===== src/rtl/ahb_addr_decoder.sv =====
// rtl/ahb_addr_decoder.sv - AHB-Lite address decoder with integrated default slave
// Ports: HCLK/HRESET clock and synchronous active-high reset; HADDR/HTRANS/HREADY address-phase
// inputs; HSEL one-hot combinational slave select; MUX_SEL registered data-phase select
// (SLAVE_NUM selects the default slave); HREADYOUT_DEF/HRESP_DEF default slave response;
// ERR_COUNT saturating count of unmapped accesses, present only with AHB_DECODER_ERRCNT_EN.
module ahb_addr_decoder #(
    parameter int SLAVE_NUM  = 4,
    parameter int ADDR_WIDTH = 32,
    parameter int MAP_BITS   = 4,
    parameter int SEL_W      = $clog2(SLAVE_NUM + 1)
) (
    input  logic                  HCLK,
    input  logic                  HRESET,
    input  logic [ADDR_WIDTH-1:0] HADDR,
    input  logic [1:0]            HTRANS,
    input  logic                  HREADY,
    output logic [SLAVE_NUM-1:0]  HSEL,
    output logic [SEL_W-1:0]      MUX_SEL,
    output logic                  HREADYOUT_DEF,
    output logic                  HRESP_DEF,
    output logic [15:0]           ERR_COUNT
);

    typedef enum logic [1:0] {
        DS_IDLE,
        DS_ERR1,
        DS_ERR2
    } ds_state_t;

    localparam logic [MAP_BITS-1:0] REGION_LIMIT = MAP_BITS'(SLAVE_NUM);
    localparam logic [SEL_W-1:0]    SEL_DEF      = SEL_W'(SLAVE_NUM);

    ds_state_t           state;
    ds_state_t           state_next;
    logic [MAP_BITS-1:0] region;
    logic                def_sel;
    logic                err_start;
    logic                unused_bits;

    assign region    = HADDR[ADDR_WIDTH-1 -: MAP_BITS];
    assign def_sel   = (region >= REGION_LIMIT);
    // Only an accepted NONSEQ/SEQ to an unmapped region earns an ERROR; IDLE/BUSY get OKAY.
    assign err_start = HREADY & def_sel & HTRANS[1];

    // Lower address bits and HTRANS[0] do not take part in decoding.
    assign unused_bits = ^{HADDR[ADDR_WIDTH-MAP_BITS-1:0], HTRANS[0]};

    always_comb begin
        HSEL = '0;
        for (int i = 0; i < SLAVE_NUM; i++) begin
            HSEL[i] = (region == MAP_BITS'(i));
        end
    end

    always_ff @(posedge HCLK) begin
        if (HRESET) begin
            state   <= DS_IDLE;
            MUX_SEL <= SEL_DEF;
        end else begin
            state <= state_next;
            // Held across wait states so the response mux stays on the active slave.
            if (HREADY) begin
                MUX_SEL <= def_sel ? SEL_DEF : SEL_W'(region);
            end
        end
    end

    always_comb begin
        state_next    = state;
        HREADYOUT_DEF = 1'b1;
        HRESP_DEF     = 1'b0;
        case (state)
            DS_IDLE: begin
                if (err_start) begin
                    state_next = DS_ERR1;
                end
            end
            DS_ERR1: begin
                // Our own HREADYOUT_DEF=0 is the bus HREADY here, so no sampling is needed.
                HREADYOUT_DEF = 1'b0;
                HRESP_DEF     = 1'b1;
                state_next    = DS_ERR2;
            end
            DS_ERR2: begin
                HRESP_DEF  = 1'b1;
                state_next = err_start ? DS_ERR1 : DS_IDLE;
            end
            default: begin
                state_next = DS_IDLE;
            end
        endcase
    end

`ifdef AHB_DECODER_ERRCNT_EN
    logic [15:0] err_count;

    always_ff @(posedge HCLK) begin
        if (HRESET) begin
            err_count <= 16'h0000;
        end else if ((state_next == DS_ERR1) && (state != DS_ERR1) && (err_count != 16'hFFFF)) begin
            err_count <= err_count + 16'h0001;
        end
    end

    assign ERR_COUNT = err_count;
`else
    assign ERR_COUNT = 16'h0000;
`endif

endmodule


===== config.mk =====
export PLATFORM = sky130hd
export DESIGN_NAME = ahb_addr_decoder
export DESIGN_NICKNAME = d
export VERILOG_FILES = /design/src/rtl/ahb_addr_decoder.sv
export SDC_FILE = /design/constraint.sdc
export NUM_CORES = 1
export LEC_CHECK = 0
export BUFFER_PORTS_ARGS = -buffer_cell sky130_fd_sc_hd__buf_4
export CAP_MARGIN = 20
export CORE_AREA = 2 2 42 44
export CTS_BUF_LIST = sky130_fd_sc_hd__clkbuf_4 sky130_fd_sc_hd__clkbuf_8 sky130_fd_sc_hd__clkbuf_16
export CTS_CLUSTER_DIAMETER = 100
export DETAILED_ROUTE_END_ITERATION = 12
export DIE_AREA = 0 0 44 46
export PLACE_DENSITY = 0.76
export SYNTH_ARGS = -nofsm -noshare
export SYNTH_HDL_FRONTEND = slang
export SYNTH_SLANG_ARGS = --single-unit

===== constraint.sdc =====
create_clock -name HCLK -period 1.3 [get_ports HCLK]
set_clock_uncertainty 0.1 [all_clocks]
set_input_delay 0.065 -clock HCLK [delete_from_list [all_inputs] [get_ports HCLK]]
set_output_delay 0.065 -clock HCLK [all_outputs]
set_load 0.03 [all_outputs]

# After elaboration in Yosys (flattened, before gate mapping)

Cells that the tools add are included.

Register bits after elaboration: 5
Latch bits: 0
RAM bits: 0
Memory bits (read-only): 0
Word-level logic and storage cells: 20
Memories kept: 0

$add $sub $neg: 0
Multiply operators: 0
Div/mod/pow operators: 0
Magnitude comparators: 1
Equality and inequality tests: 6
Shifts and indexed selects: 0
Mux-type cells: 6
Bitwise gates (word level): 2
Reductions and logical operators: 3

Operators by type and width:

| operator             | count |
|---|---|
| $eq A4 B2 Y1 const B | 2 |
| $pmux W2 S3          | 1 |
| $eq A4 B1 Y1 const B | 1 |
| $ge A4 B3 Y1 const B | 1 |
| $logic_not A4 Y1     | 1 |
| $mux W1              | 3 |
| $mux W3              | 1 |
| $and A1 B1 Y1        | 2 |
| $eq A2 B1 Y1 const B | 1 |
| $eq A2 B2 Y1 const B | 1 |
| $logic_not A2 Y1     | 1 |
| $mux W2              | 1 |
| $ne A2 B2 Y1 const B | 1 |
| $reduce_or A2 Y1     | 1 |

# Logic depth before layout (Yosys ltp)

Depth in word-level cells: 5
Gate-level depth with buffers: 5
Depth with buffers taken out: 5

# Worst setup path before layout

No wires, ideal clock.

Path kind: input to output
Start point: input HADDR[30]
End point: output HSEL[2]
Arrival time: 1135 ps
Data required time: 1135 ps
Slack: 0 ps
Stages on the path: 1
Cell sequence: nor4b_1

Cells in the longest elaborated chain, start to end: 1

RTL lines:

| item               | line | source |
|---|---|---|
| start: declaration | 14   | `input logic [ADDR_WIDTH-1:0] HADDR,` |
| $eq A4 B2 Y1       | 51   | `HSEL[i] = (region == MAP_BITS'(i));` |
| end: declaration   | 17   | `output logic [SLAVE_NUM-1:0] HSEL,` |

No other way between the ends.

# Worst setup path after layout

Start point: register state[0]
End point: output HREADYOUT_DEF

Cells in the longest elaborated chain, start to end: 2

RTL lines:

| item                     | line | source |
|---|---|---|
| start: declaration       | 33   | `ds_state_t state;` |
| start signal: assignment | 60   | `state <= state_next;` |
| $eq A2 B1 Y1             | 72   | `case (state)` |
| $mux W1                  | 72   |  |
| end: declaration         | 19   | `output logic HREADYOUT_DEF,` |

No other way between the ends.

==> impl_metrics.toml <==
[grt]
grtUsageTotal_pct = 8.64
grt_max_degree = 8
grt_pass1_wl_mm = 1.32
busiest_layer = "met2"
grt_overflow = 0
use_met1_pct = 10.2
met3_usage_pct = 2.38
antenna_found_initial = 0
grt_pass1_vias = 319
use_met2_pct = 15.6

[critical_path]
worstPathArrival_ns = 1.07
slowest_stage = "dfxtp_1"
crit_path_end_kind = "output port"
path_class = "reg -> out"
r2r-start = "state[1]$_SDFFE_PP0P_"
cp-start-kind = "flop"
crit_required_ns = 1.13
path_cells = "buf_4 -> ha_1 -> inv_1 -> buf_4"
critPathMostFrequentCell = "buf_4"
path_max_fanout = 4
cpPeakStageDelay_ns = 0.31
startpoint = "state[0]$_SDFFE_PP0P_"

[sta]
finalSetupTns_ns = 0
finalHoldViolations = 0
slew_viol_final = 0
fin_crit_sh_pct = 94.9
max_freq_mhz = 811
finalSetupViolations = 0
min_period_ns = 1.23

[cells_and_area]
regArea_sq_um = 104
nets = 118
drive_gt1_share_pct = 33.3
area_growth_pct = 33.0
final_core_util_pct = 36.3
stdcell_count = 92
n_antenna_cell = 0
multiInputGateArea_sq_um = 270
fillCellCount = 175

[detailed_routing]
viasPerCell = 4.09
vias = 376
wl_um = 792
ant_nets = 0
drtPass1Iterations = 2
drc = 0
drt-initial-drc-count = 4
wire_per_inst_um = 8.61

[yosys]
synth_edf_count = 0
synthSimpleGateAreaFrac_pct = 17.0
synth_xor_area_share_pct = 0
synth_ff_type = "dfxtp_1"
ys_ff_latch = 5
ys_top_cells_by_count = "buf_4, dfxtp_1, ha_1, inv_1"
synth.distinct_cells = 18
synth_compound_area_share_pct = 13.6
synth_top_cell_by_area = "buf_4"
ys_async_sr_fraction_pct = 0
yosysMostFrequentCell = "buf_4"
avgSynthCellArea_sq_um = 8.16
yosysWarnings = 0
ys_seq_area_share_pct = 22.7
synth_area_sq_um = 440
syn_inst = 54
yosys-top-cells-area = "buf_4, dfxtp_1, ha_1"
yosys.area_share.adder_pct = 14.2
synth_top_area_share_pct = 27.3
synth_mux_area_share_pct = 0
synth_top_family_by_area = "buffers and inverters"

[clock_tree]
cts_root_buf = "clkbuf_4"
clkSinkCount = 5
numCtsBuffers = 3
cts_tree = "done"
htree_levels = 1
clkTransAtPathRegs_ns = 0.04
cts_max_path_buffers = 2
clk_latency_ns = 0.23

[power]
power.density_mw_per_mm2 = 906
switching_power_uw = 182
pwr-share-clk_pct = 36.3
p_leak_nw = 0.289
swShare_pct = 34.3
peakVddDrop_mv = 0.304
total_power_uw = 531
combPwrFrac_pct = 33.2
power_frac_seq_pct = 30.5
intPower_uw = 349

[job]
cap_violations = 0

[floorplanning]
design.portCount = 62
fp.dieW_um = 44
die_area_sq_mm = 0.00202
initial_core_util_pct = 27.3
rows = 15
die_h_um = 46
core_area_sq_mm = 0.00161

[place]
portBuffers = 16
place.gp.congestion = 0.740
dp.cells = 87
hpwl_um = 675

[status]
status = "finished, final reports clean"

[hold_path]
hp-class = "in -> reg"
min_from = "HADDR[28]"
[power by group through the flow]
stage	Sequential [mW]	Clock [mW]	Combinational, mW
floorplan	0.172	0	0.146
global placement	0.166	0	0.163
detailed placement	0.166	0	0.166
CTS	0.164	0.201	0.169
global route	0.162	0.215	0.193
finish	0.162	0.193	0.176
[worst max-delay path, delay by kind of cell, from the launching register on]
kind	cells	cell delay (ns)
flops	1	0.31
buf+inv	3	0.34
fa+ha+maj	1	0.19
[area by class of cell]
cell class                      instances  share of cell area (%)
Multi-Input combinational cell         43                    46.2
Timing Repair Buffer                   18                    24.1
Sequential cell                         5                    17.7
Clock buffer                            4                    5.13
Tap cell                               17                    3.63
Inverter                                5                    3.21
[worst paths after layout]
| kind | to | slack (ns) | cells past startpoint |
|---|---|---|---|
| max | HREADYOUT_DEF | 0.07 | 4 |
| max reg2reg | state[0]$_SDFFE_PP0P_ | 0.09 | 5 |
| min reg2reg | MUX_SEL[1]$_SDFFE_PP0P_ | 0.37 | 2 |
| min | MUX_SEL[0]$_SDFFE_PP0P_ | 0.04 | 3 |
[metrics by stage]
step                instance area [sq um]  hold WS [ns]  worst slack (ns)
CTS                                   567        0.0359            0.0316
finish                                586        0.0387            0.0668
floorplan                             497        0.0274          0.000499
global placement                      526         0.163            0.0952
global route                          586        0.0406           -0.0203
detailed placement                    526         0.167            0.0512
[flip-flops by register name, indices dropped and copies added, names as in the netlist]
| register | count |
|---|---|
| MUX_SEL | 3 |
| state | 2 |
[per-layer routing]
metal  vias to the layer above  part of all wire (%)
li1                        187                     -
met1                       166                    37
met2                        23                    51
met3                         0                    12
met4                         0                     0
met5                         -                     0
[logic make-up (layout without fill, tap and decap cells)]
kind of cell               Yosys count  count (layout)
and+or+nand+nor                     14              14
AOI/OAI and AO/OA                    8               8
buffers and inverters               21              27
DFF                                  5               5
adders and majority gates            5               5
other                                1              16
[cell usage in the layout, fill, tap and decap left out, drive strengths merged]
cell / n
buf: 17
ha: 5
nand2b: 2
inv: 5
o211ai: 1
dlygate4sd3: 1
nor4b: 1
nor2: 3
a21bo: 1
a211o: 1
conb: 16
dfxtp: 5
clkbuf: 4
or2: 1
nand2: 1
and3: 1
nor4: 1
a21oi: 5
nand3: 4
[repair_timing]
action,in CTS,in global routing
hold buffers,1,0
setup endpoints to repair,1,2
hold endpoints to repair,5,0
buffers inserted,0,0
resized for setup,1,4
No activity file was read; power rests on OpenSTA's default activity.
